## config.mk

```make
export PLATFORM = sky130hd
export DESIGN_NAME = regfile_init_loader
export DESIGN_NICKNAME = d
export VERILOG_FILES = /design/src/rtl/regfile_init_loader.sv
export SDC_FILE = /design/constraint.sdc
export NUM_CORES = 1
export LEC_CHECK = 0
export ABC_AREA = 1
export BUFFER_PORTS_ARGS = -buffer_cell sky130_fd_sc_hd__buf_4
export CAP_MARGIN = 20
export CORE_MARGIN = 2
export CORE_UTILIZATION = 60
export CTS_CLUSTER_DIAMETER = 200
export CTS_CLUSTER_SIZE = 40
export DETAILED_ROUTE_END_ITERATION = 8
export GPL_ROUTABILITY_DRIVEN = 0
export PLACE_DENSITY = 0.92
export SYNTH_ARGS = -nofsm -noshare
export SYNTH_HDL_FRONTEND = slang
export SYNTH_SLANG_ARGS = --single-unit
```

## constraint.sdc

```tcl
create_clock -name clock -period 6.5 [get_ports clock]
set_input_delay 0.975 -clock clock [delete_from_list [all_inputs] [get_ports clock]]
set_output_delay 0.975 -clock clock [all_outputs]
set_load 0.01 [all_outputs]
```

## src/rtl/regfile_init_loader.sv

```systemverilog
// Post-reset register file loader: buffers (index, value) pairs in a small FIFO,
// writes them to the regfile, and holds the processor until the last pair lands.
// Optional readback self-check of every write is built when LOADER_READBACK_EN is defined.
module regfile_init_loader #(
  parameter int DEPTH = 4,
  parameter int CNT_W = 6
) (
  input  logic             clock,
  input  logic             ctrl_reset_n,
  input  logic             in_valid,
  output logic             in_ready,
  input  logic [4:0]       in_reg,
  input  logic [31:0]      in_data,
  input  logic             in_last,
  output logic             ctrl_writeEnable,
  output logic [4:0]       ctrl_writeReg,
  output logic [31:0]      data_writeReg,
  output logic [4:0]       ctrl_readRegA,
  input  logic [31:0]      data_readRegA,
  output logic             proc_hold,
  output logic             load_done,
  output logic [CNT_W-1:0] write_count,
  output logic [CNT_W-1:0] skip_count,
  output logic [7:0]       err_count
);

  localparam int PW = $clog2(DEPTH);
  localparam logic [PW:0] FULL_CNT = (PW+1)'(DEPTH);

  typedef enum logic [1:0] {LOAD, VERIFY, DONE} state_t;

  typedef struct packed {
    logic [4:0]  idx;
    logic [31:0] data;
    logic        last;
  } pair_t;

  state_t        state;
  pair_t         mem [DEPTH];
  pair_t         head;
  logic [PW-1:0] wr_ptr, rd_ptr;
  logic [PW:0]   count;
  logic          last_pend;
  logic          push, pop, go_done;

  function automatic logic [CNT_W-1:0] sat_inc(input logic [CNT_W-1:0] v);
    return (&v) ? v : v + 1'b1;
  endfunction

  assign head     = mem[rd_ptr];
  assign in_ready = (count != FULL_CNT) && (state != DONE);
  assign push     = in_valid && in_ready;

`ifdef LOADER_READBACK_EN
  // A write cycle is always followed by its VERIFY cycle, so no pop while the pulse is up.
  assign pop     = (count != '0) && !last_pend &&
                   ((state == LOAD && !ctrl_writeEnable) || state == VERIFY);
  assign go_done = last_pend && ((state == LOAD && !ctrl_writeEnable) || state == VERIFY);
`else
  assign pop     = (count != '0) && !last_pend && (state == LOAD);
  assign go_done = last_pend && (state == LOAD);
`endif

  always_ff @(posedge clock)
    if (push) mem[wr_ptr] <= '{idx: in_reg, data: in_data, last: in_last};

  always_ff @(posedge clock or negedge ctrl_reset_n) begin
    if (!ctrl_reset_n) begin
      state            <= LOAD;
      wr_ptr           <= '0;
      rd_ptr           <= '0;
      count            <= '0;
      last_pend        <= 1'b0;
      ctrl_writeEnable <= 1'b0;
      ctrl_writeReg    <= '0;
      data_writeReg    <= '0;
      proc_hold        <= 1'b1;
      load_done        <= 1'b0;
      write_count      <= '0;
      skip_count       <= '0;
`ifdef LOADER_READBACK_EN
      ctrl_readRegA    <= '0;
      err_count        <= '0;
`endif
    end else begin
      ctrl_writeEnable <= 1'b0;
      if (push) wr_ptr <= wr_ptr + 1'b1;
      count <= count + (PW+1)'(push) - (PW+1)'(pop);

      if (pop) begin
        rd_ptr <= rd_ptr + 1'b1;
        if (head.idx != '0) begin
          ctrl_writeEnable <= 1'b1;
          ctrl_writeReg    <= head.idx;
          data_writeReg    <= head.data;
          write_count      <= sat_inc(write_count);
        end else begin
          skip_count <= sat_inc(skip_count);
        end
        if (head.last) last_pend <= 1'b1;
      end

      case (state)
`ifdef LOADER_READBACK_EN
        LOAD:
          if (ctrl_writeEnable) begin
            state         <= VERIFY;
            ctrl_readRegA <= ctrl_writeReg;
          end
        VERIFY: begin
          // data_writeReg still holds the checked value: nothing was popped during the write cycle.
          if (data_readRegA != data_writeReg && err_count != 8'hff)
            err_count <= err_count + 8'd1;
          ctrl_readRegA <= '0;
          state         <= LOAD;
        end
`endif
        default: ;
      endcase

      // Anything queued behind the last pair is discarded.
      if (go_done) begin
        state     <= DONE;
        proc_hold <= 1'b0;
        load_done <= 1'b1;
        count     <= '0;
        wr_ptr    <= '0;
        rd_ptr    <= '0;
      end
    end
  end

`ifndef LOADER_READBACK_EN
  logic unused_rd;
  assign unused_rd     = ^data_readRegA;
  assign ctrl_readRegA = '0;
  assign err_count     = '0;
`endif

endmodule

```

==> impl_metrics.csv, run 1 <==
group,metric,value,unit
worst_setup_path,slowest_delay,740,ps
placed_design,placed_cells,949,
power,peakVddDrop,0.2015,mV
clock_network,clock-sinks,212,
drt,drtPass1Iterations,4,
clock_network,clk_latency,480,ps
clock_network,cts_max_level,1,
synthesis,synthArstFlopShare,0.2830,
synthesis,yosys.cell_types.count,32,
drt,vias,5302,
power,p_switching,0.4453,mW
sta,max_freq,288.0,MHz
final_layout,fin_nets,862,
worst_setup_path,crit_chain,"buf_4 -> inv_2 -> buf_4 -> nand2_1 -> nand3_1 -> nand2_1 -> nand3_1 -> nor2_4 -> nor2_4 -> nand2_1 -> nand2_1",
synthesis,avgSynthCellArea,12.08,um^2
sta,skew,49.68,ps
power,p_comb_frac,0.036,
placed_design,port_buffers,93,
clock_network,cts_resized,0,
floorplanning,die_w,122.7,um
power,leakage,3.840,nW
run_status,status,"complete, no violations",
grt,grt_usage,0.2158,
floorplanning,die_area,0.01505,mm^2
sta,maxSlewViolCount,0,
grt,grt_pass1_vias,5206,
synthesis,yosysWarningCount,0,
drt,detail_route.wl_per_cell,16.55,um
sta,setup_viol,0,
worst_setup_path,endpoint_kind,"flip-flop",
drt,drt_iter0_drc,361,
drt,ant_nets,0,
hold_path,hold_class,"flip-flop to flip-flop",
worst_setup_path,worst_path_most_repeated_cell,"nand2_1",
sta,tns,0,ps
power,seqPwrFrac,0.665,
final_layout,drive_gt1_frac,0.1650,
sta,hold_viol_final,0,
worst_setup_path,arrival,3900,ps
worst_setup_path,crit_required,6930,ps
clock_network,cts_buffers,9,
grt,grt_pass1_wl,25380,um
synthesis,synth_edf_count,152,
sta,setup_slack,3027,ps
placed_design,hpwl,9366,um
floorplanning,io_pins,139,
floorplanning,fp.coreArea,0.01383,mm^2
floorplanning,rows,43,
grt,grt_max_degree,79,
floorplanning,floorplan.initialDensity,0.6113,
final_layout,syn2layout_area_growth,12.40,%
power,intPower,1.759,mW
placed_design,dp_slack,3080,ps
final_layout,final_core_util,0.6872,
worst_setup_path,startpoint_type,"flip-flop",
clock_network,cts_root_buf,"clkbuf_16",
sta,fin_crit_sh,0.5343,
power,clkPwrFrac,0.299,
job,drv_cap,0,
grt,grt-ovfl-total,0,
synthesis,yosys_register_bits,212,
sta,min_period,3473,ps
synthesis,synthFlopType,"edfxtp_1",
clock_network,cts_setup_buffers,0,
worst_setup_path,critPathKind,"flip-flop to flip-flop",
drt,drt_wl_total,15920,um
final_layout,n_antenna_cell,0,
clock_network,cts_tree,"done",
floorplanning,die_y,122.7,um
grt,antenna_found_initial,0,
clock_network,clkTransAtPathRegs,150,ps
synthesis,syn_area,0.008453,mm^2
synthesis,yosysSeqAreaShare,0.7177,
drt,via_per_inst,5.511,
sta,rsz0062_at_grt,"no",
worst_setup_path,cp_slowest_cell,"nor2_4",
final_layout,layout.cells.non_filler,962,
sta,tightest_slew,976.1,ps
power,p_per_area,232.0,mW/mm^2
sta,relSlewSlack,0.3478,
sta,hold_ws,458.1,ps
synthesis,syn_inst,700,
power,sw_frac_of_total,0.2020,
clock_network,clock_path_buffers,3,
clock_network,hold_buffers,0,
drt,drc,0,
worst_setup_path,crit_fanout,78,
[worst max-delay path, delay by kind of cell, from the launching register on]
family                 cells  cell delay, ps
buffers and inverters      3            1390
AND/OR/NAND/NOR            8            1580
flip-flops                 1             410
[flip-flops by register name, summed over array words and instances, names as in the netlist]
signal	cells
mem	152
data_writeReg	32
skip_count	6
write_count	6
ctrl_writeReg	5
count	3
rd_ptr	2
wr_ptr	2
ctrl_writeEnable	1
last_pend	1
load_done	1
proc_hold	1
[final timing paths]
check | end | slack [ps] | depth (start not counted) | startpoint
max | data_writeReg[5]$_DFFE_PN0P_ | 3030 | 11 | rd_ptr[0]$_DFFE_PN0P_
min | proc_hold$_DFFE_PN1P_ | 460 | 2 | proc_hold$_DFFE_PN1P_
max reg2reg | data_writeReg[5]$_DFFE_PN0P_ | 3030 | 11 | rd_ptr[0]$_DFFE_PN0P_
min reg2reg | proc_hold$_DFFE_PN1P_ | 460 | 2 | proc_hold$_DFFE_PN1P_
max in group asynchronous | rd_ptr[0]$_DFFE_PN0P_ | 5370 | 1 | ctrl_reset_n
min in group asynchronous | data_writeReg[17]$_DFFE_PN0P_ | 560 | 1 | ctrl_reset_n
[routing by layer]
layer	wire length, um	vias up	GRT usage
met2	8192	176	0.3774
met3	988	24	0.02416
met4	332	0	0.07543
li1	-	2533	-
met1	6409	2569	0.2814
met5	0	-	0
[power by group through the flow]
stage	Sequential, mW	Combinational, mW	Clock (mW)
finish	1.47	0.0804	0.659
global placement	1.49	0.0768	0
floorplan	1.50	0.0379	0
detailed placement	1.49	0.0808	0
CTS	1.47	0.0811	0.665
global route	1.47	0.0913	0.714
[area by class of cell]
class | count | area (um^2)
clock inverter | 1 | 30.03
multi-input combinational | 426 | 2071
sequential | 212 | 6068
tap | 180 | 225.2
inverter | 30 | 112.6
fill | 993 | 4325
clock buffer | 12 | 236.5
timing repair buffer | 101 | 758.2
[cell usage after synthesis, drive strengths merged, types with 2 or more instances]
cell type	count	area [um^2]
nand2	175	683.2
edfxtp	152	4564
nor2	79	319.0
o21ai	67	335.3
dfrtp	59	1476
o22ai	32	200.2
inv	30	112.6
buf	27	214.0
nand3	21	105.1
clkbuf	17	63.81
nand4	11	68.82
ha	8	100.1
xor2	6	52.55
a21oi	3	18.77
xnor2	3	26.28
a31oi	2	27.53
nand3b	2	15.01
[logic make-up (layout without fill, tap and decap cells)]
kind of cell | count (synthesis) | count (layout) | synth area share
and+or+nand+nor | 289 | 289 | 0.1415
DFF | 212 | 212 | 0.7177
AOI/OAI and AO/OA | 106 | 106 | 0.07060
buffers and inverters | 74 | 144 | 0.04618
adders and majority gates | 9 | 9 | 0.01421
xor gates and xnor gates | 9 | 9 | 0.009326
other | 1 | 13 | 0.0004436
[layout by cell type, fill, tap and decap left out, types with 2 or more instances in the layout]
cell type	n
nand4_1	11
buf_4	101
inv_1	26
nand3_1	21
nor2_1	72
inv_2	4
edfxtp_1	152
nand2_1	172
clkbuf_16	9
xnor2_1	3
nand3b_1	2
o22ai_1	32
xor2_1	6
conb_1	13
dfrtp_1	58
o21ai_0	67
ha_1	8
clkbuf_1	3
a21oi_1	2
nor2_4	7
[stage by stage]
stage | cell area [um^2] | total power [mW]
finish | 9502 | 2.205
global placement | 9235 | 1.571
global route | 9502 | 2.273
CTS | 9502 | 2.212
detailed placement | 9235 | 1.576
floorplan | 8498 | 1.534
No activity file was read; power rests on OpenSTA's default activity.
==> run 2, diff against run 1 <==
Settings changed: CORE_UTILIZATION 60 to 51, PLACE_DENSITY 0.92 to 0.84.
Clock period 6.5 ns to 3 ns, I/O delays scaled along.
==> impl_metrics.csv, run 2 (synthesized netlist as in run 1, its figures left out) <==
group,metric,value,unit
worst_setup_path,rr_startpoint,"rd_ptr[0]$_DFFE_PN0P_",
final_layout,n_antenna_cell,0,
floorplanning,rows,47,
worst_setup_path,rrSetupSlack,680,ps
sta,rsz0062_at_grt,"no",
worst_setup_path,slowest_delay,450,ps
clock_network,clock-sinks,212,
drt,via_per_inst,5.266,
clock_network,cts_resized,0,
clock_network,clock_path_buffers,3,
clock_network,cts_root_buf,"clkbuf_16",
grt,grt_pass1_wl,26570,um
placed_design,hpwl,10210,um
sta,setup_slack,681.4,ps
grt,grt_usage,0.1897,
clock_network,clk_latency,470,ps
worst_setup_path,worst_path_most_repeated_cell,"nand2_1",
worst_setup_path,startpoint_type,"flip-flop",
worst_setup_path,worst_r2r_path_depth,10,
drt,drt_iter0_drc,360,
final_layout,nFillCells,1281,
floorplanning,die_area,0.01762,mm^2
drt,vias,5329,
power,peakVddDrop,0.4385,mV
worst_setup_path,critPathKind,"flip-flop to flip-flop",
final_layout,reg_top3,"mem: 152 flops, data_writeReg: 32 flops",
clock_network,clkTransAtPathRegs,140,ps
final_layout,top_register,"mem",
drt,ant_nets,0,
final_layout,largest_reg_flops,152,
grt,grt_max_degree,61,
sta,skew,44.02,ps
placed_design,placed_cells,999,
placed_design,dp_slack,691.8,ps
worst_setup_path,arrival,2730,ps
grt,antenna_found_initial,0,
floorplanning,die_y,132.7,um
drt,drt_wl_total,16630,um
final_layout,fin_nets,872,
drt,drc,0,
worst_setup_path,endpoint_kind,"flip-flop",
final_layout,final_core_util,0.5883,
sta,relSlewSlack,0.4591,
power,leakage,3.897,nW
drt,detail_route.wl_per_cell,16.44,um
final_layout,mostFrequentLayoutCells,"nand2_1, edfxtp_1, buf_4",
floorplanning,fp.coreArea,0.01641,mm^2
grt,grt_pass1_vias,5098,
worst_setup_path,r2r_end,"data_writeReg[23]$_DFFE_PN0P_",
worst_setup_path,crit_fanout,49,
sta,maxSlewViolCount,0,
final_layout,layout.cells.non_filler,1012,
grt,grt-ovfl-total,0,
final_layout,syn2layout_area_growth,14.18,%
floorplanning,floorplan.initialDensity,0.5152,
sta,min_period,2319,ps
worst_setup_path,crit_required,3410,ps
worst_setup_path,crit_chain,"buf_4 -> nand2_1 -> nand3_1 -> nand2_1 -> nand3_1 -> nor2_4 -> nor2_4 -> buf_4 -> nand2_1 -> nand2_1",
clock_network,cts_max_level,1,
placed_design,port_buffers,93,
clock_network,cts_buffers,9,
power,p_per_area,495.4,mW/mm^2
sta,fin_crit_sh,0.7729,
sta,tightest_slew,811.4,ps
drt,drtPass1Iterations,5,
sta,setup_viol,0,
sta,max_freq,431.3,MHz
sta,hold_viol_final,0,
final_layout,drive_gt1_frac,0.1755,
job,drv_cap,0,
floorplanning,io_pins,139,
final_layout,mostFrequentLayoutCell,"nand2_1",
clock_network,cts_tree,"done",
clock_network,cts_setup_buffers,0,
floorplanning,die_w,132.7,um
clock_network,hold_buffers,0,
hold_path,hold_class,"primary input to async pin",
worst_setup_path,cp_slowest_cell,"nor2_4",
run_status,status,"complete, no violations",
## run 2: cell count changes in the layout (fill, tap and decap cells not counted), sizes merged
cell,delta
buf,+10
## run 2: metrics by stage
stage                     setup TNS [ps]  hold slack (ps)  cell area [um^2]  power, mW
after floorplan                   -10040            154.4              8498      3.323
after global placement                 0            435.5              9385      3.408
after detailed placement               0            444.1              9385      3.417
after CTS                              0            88.44              9652      4.815
after global routing                   0            118.3              9652      4.935
final                                  0            60.88              9652      4.781
## run 2: area by class of cell
cell class                 instances  area [um^2]  share of cell area
clock buffer                      12        236.5             0.02450
inverter                          30        112.6             0.01167
multi-input combinational        426         2071              0.2145
clock inverter                     1        30.03            0.003111
sequential                       212         6068              0.6287
tap                              220        275.3             0.02852
timing repair buffer             111        858.3             0.08893
## run 2: layer usage
metal | track usage | up-vias | share of wire
li1 | - | 2557 | -
met1 | 0.2605 | 2596 | 0.43
met2 | 0.3267 | 158 | 0.50
met3 | 0.02720 | 18 | 0.052
met4 | 0.03883 | 0 | 0.016
met5 | 0 | - | 0
## run 2: worst max path at each step
stage                     startpoint                       endpoint  slack [ps]  depth (start not counted)
2_1_floorplan     count[1]$_DFF_PN0_            mem[0][0]$_DFFE_PP_         -70                          4
3_3_place_gp   rd_ptr[0]$_DFFE_PN0P_  data_writeReg[15]$_DFFE_PN0P_         760                         10
3_5_place_dp   rd_ptr[0]$_DFFE_PN0P_  data_writeReg[15]$_DFFE_PN0P_         690                         10
4_1_cts        rd_ptr[0]$_DFFE_PN0P_  data_writeReg[15]$_DFFE_PN0P_         620                         10
5_1_grt        rd_ptr[0]$_DFFE_PN0P_  data_writeReg[26]$_DFFE_PN0P_         400                         10
6_report       rd_ptr[0]$_DFFE_PN0P_  data_writeReg[23]$_DFFE_PN0P_         680                         10
## run 2: report_power, final
group / switching [mW] / internal (mW)
Combinational: 0.106 / 0.0716
Clock: 0.847 / 0.582
Sequential: 0.0151 / 3.16
## run 2: critical path: cells and delay by family (launching register included)
kind	cells	cell delay, ps
buffers and inverters	2	700
AND/OR/NAND/NOR	8	1100
flip-flops	1	390
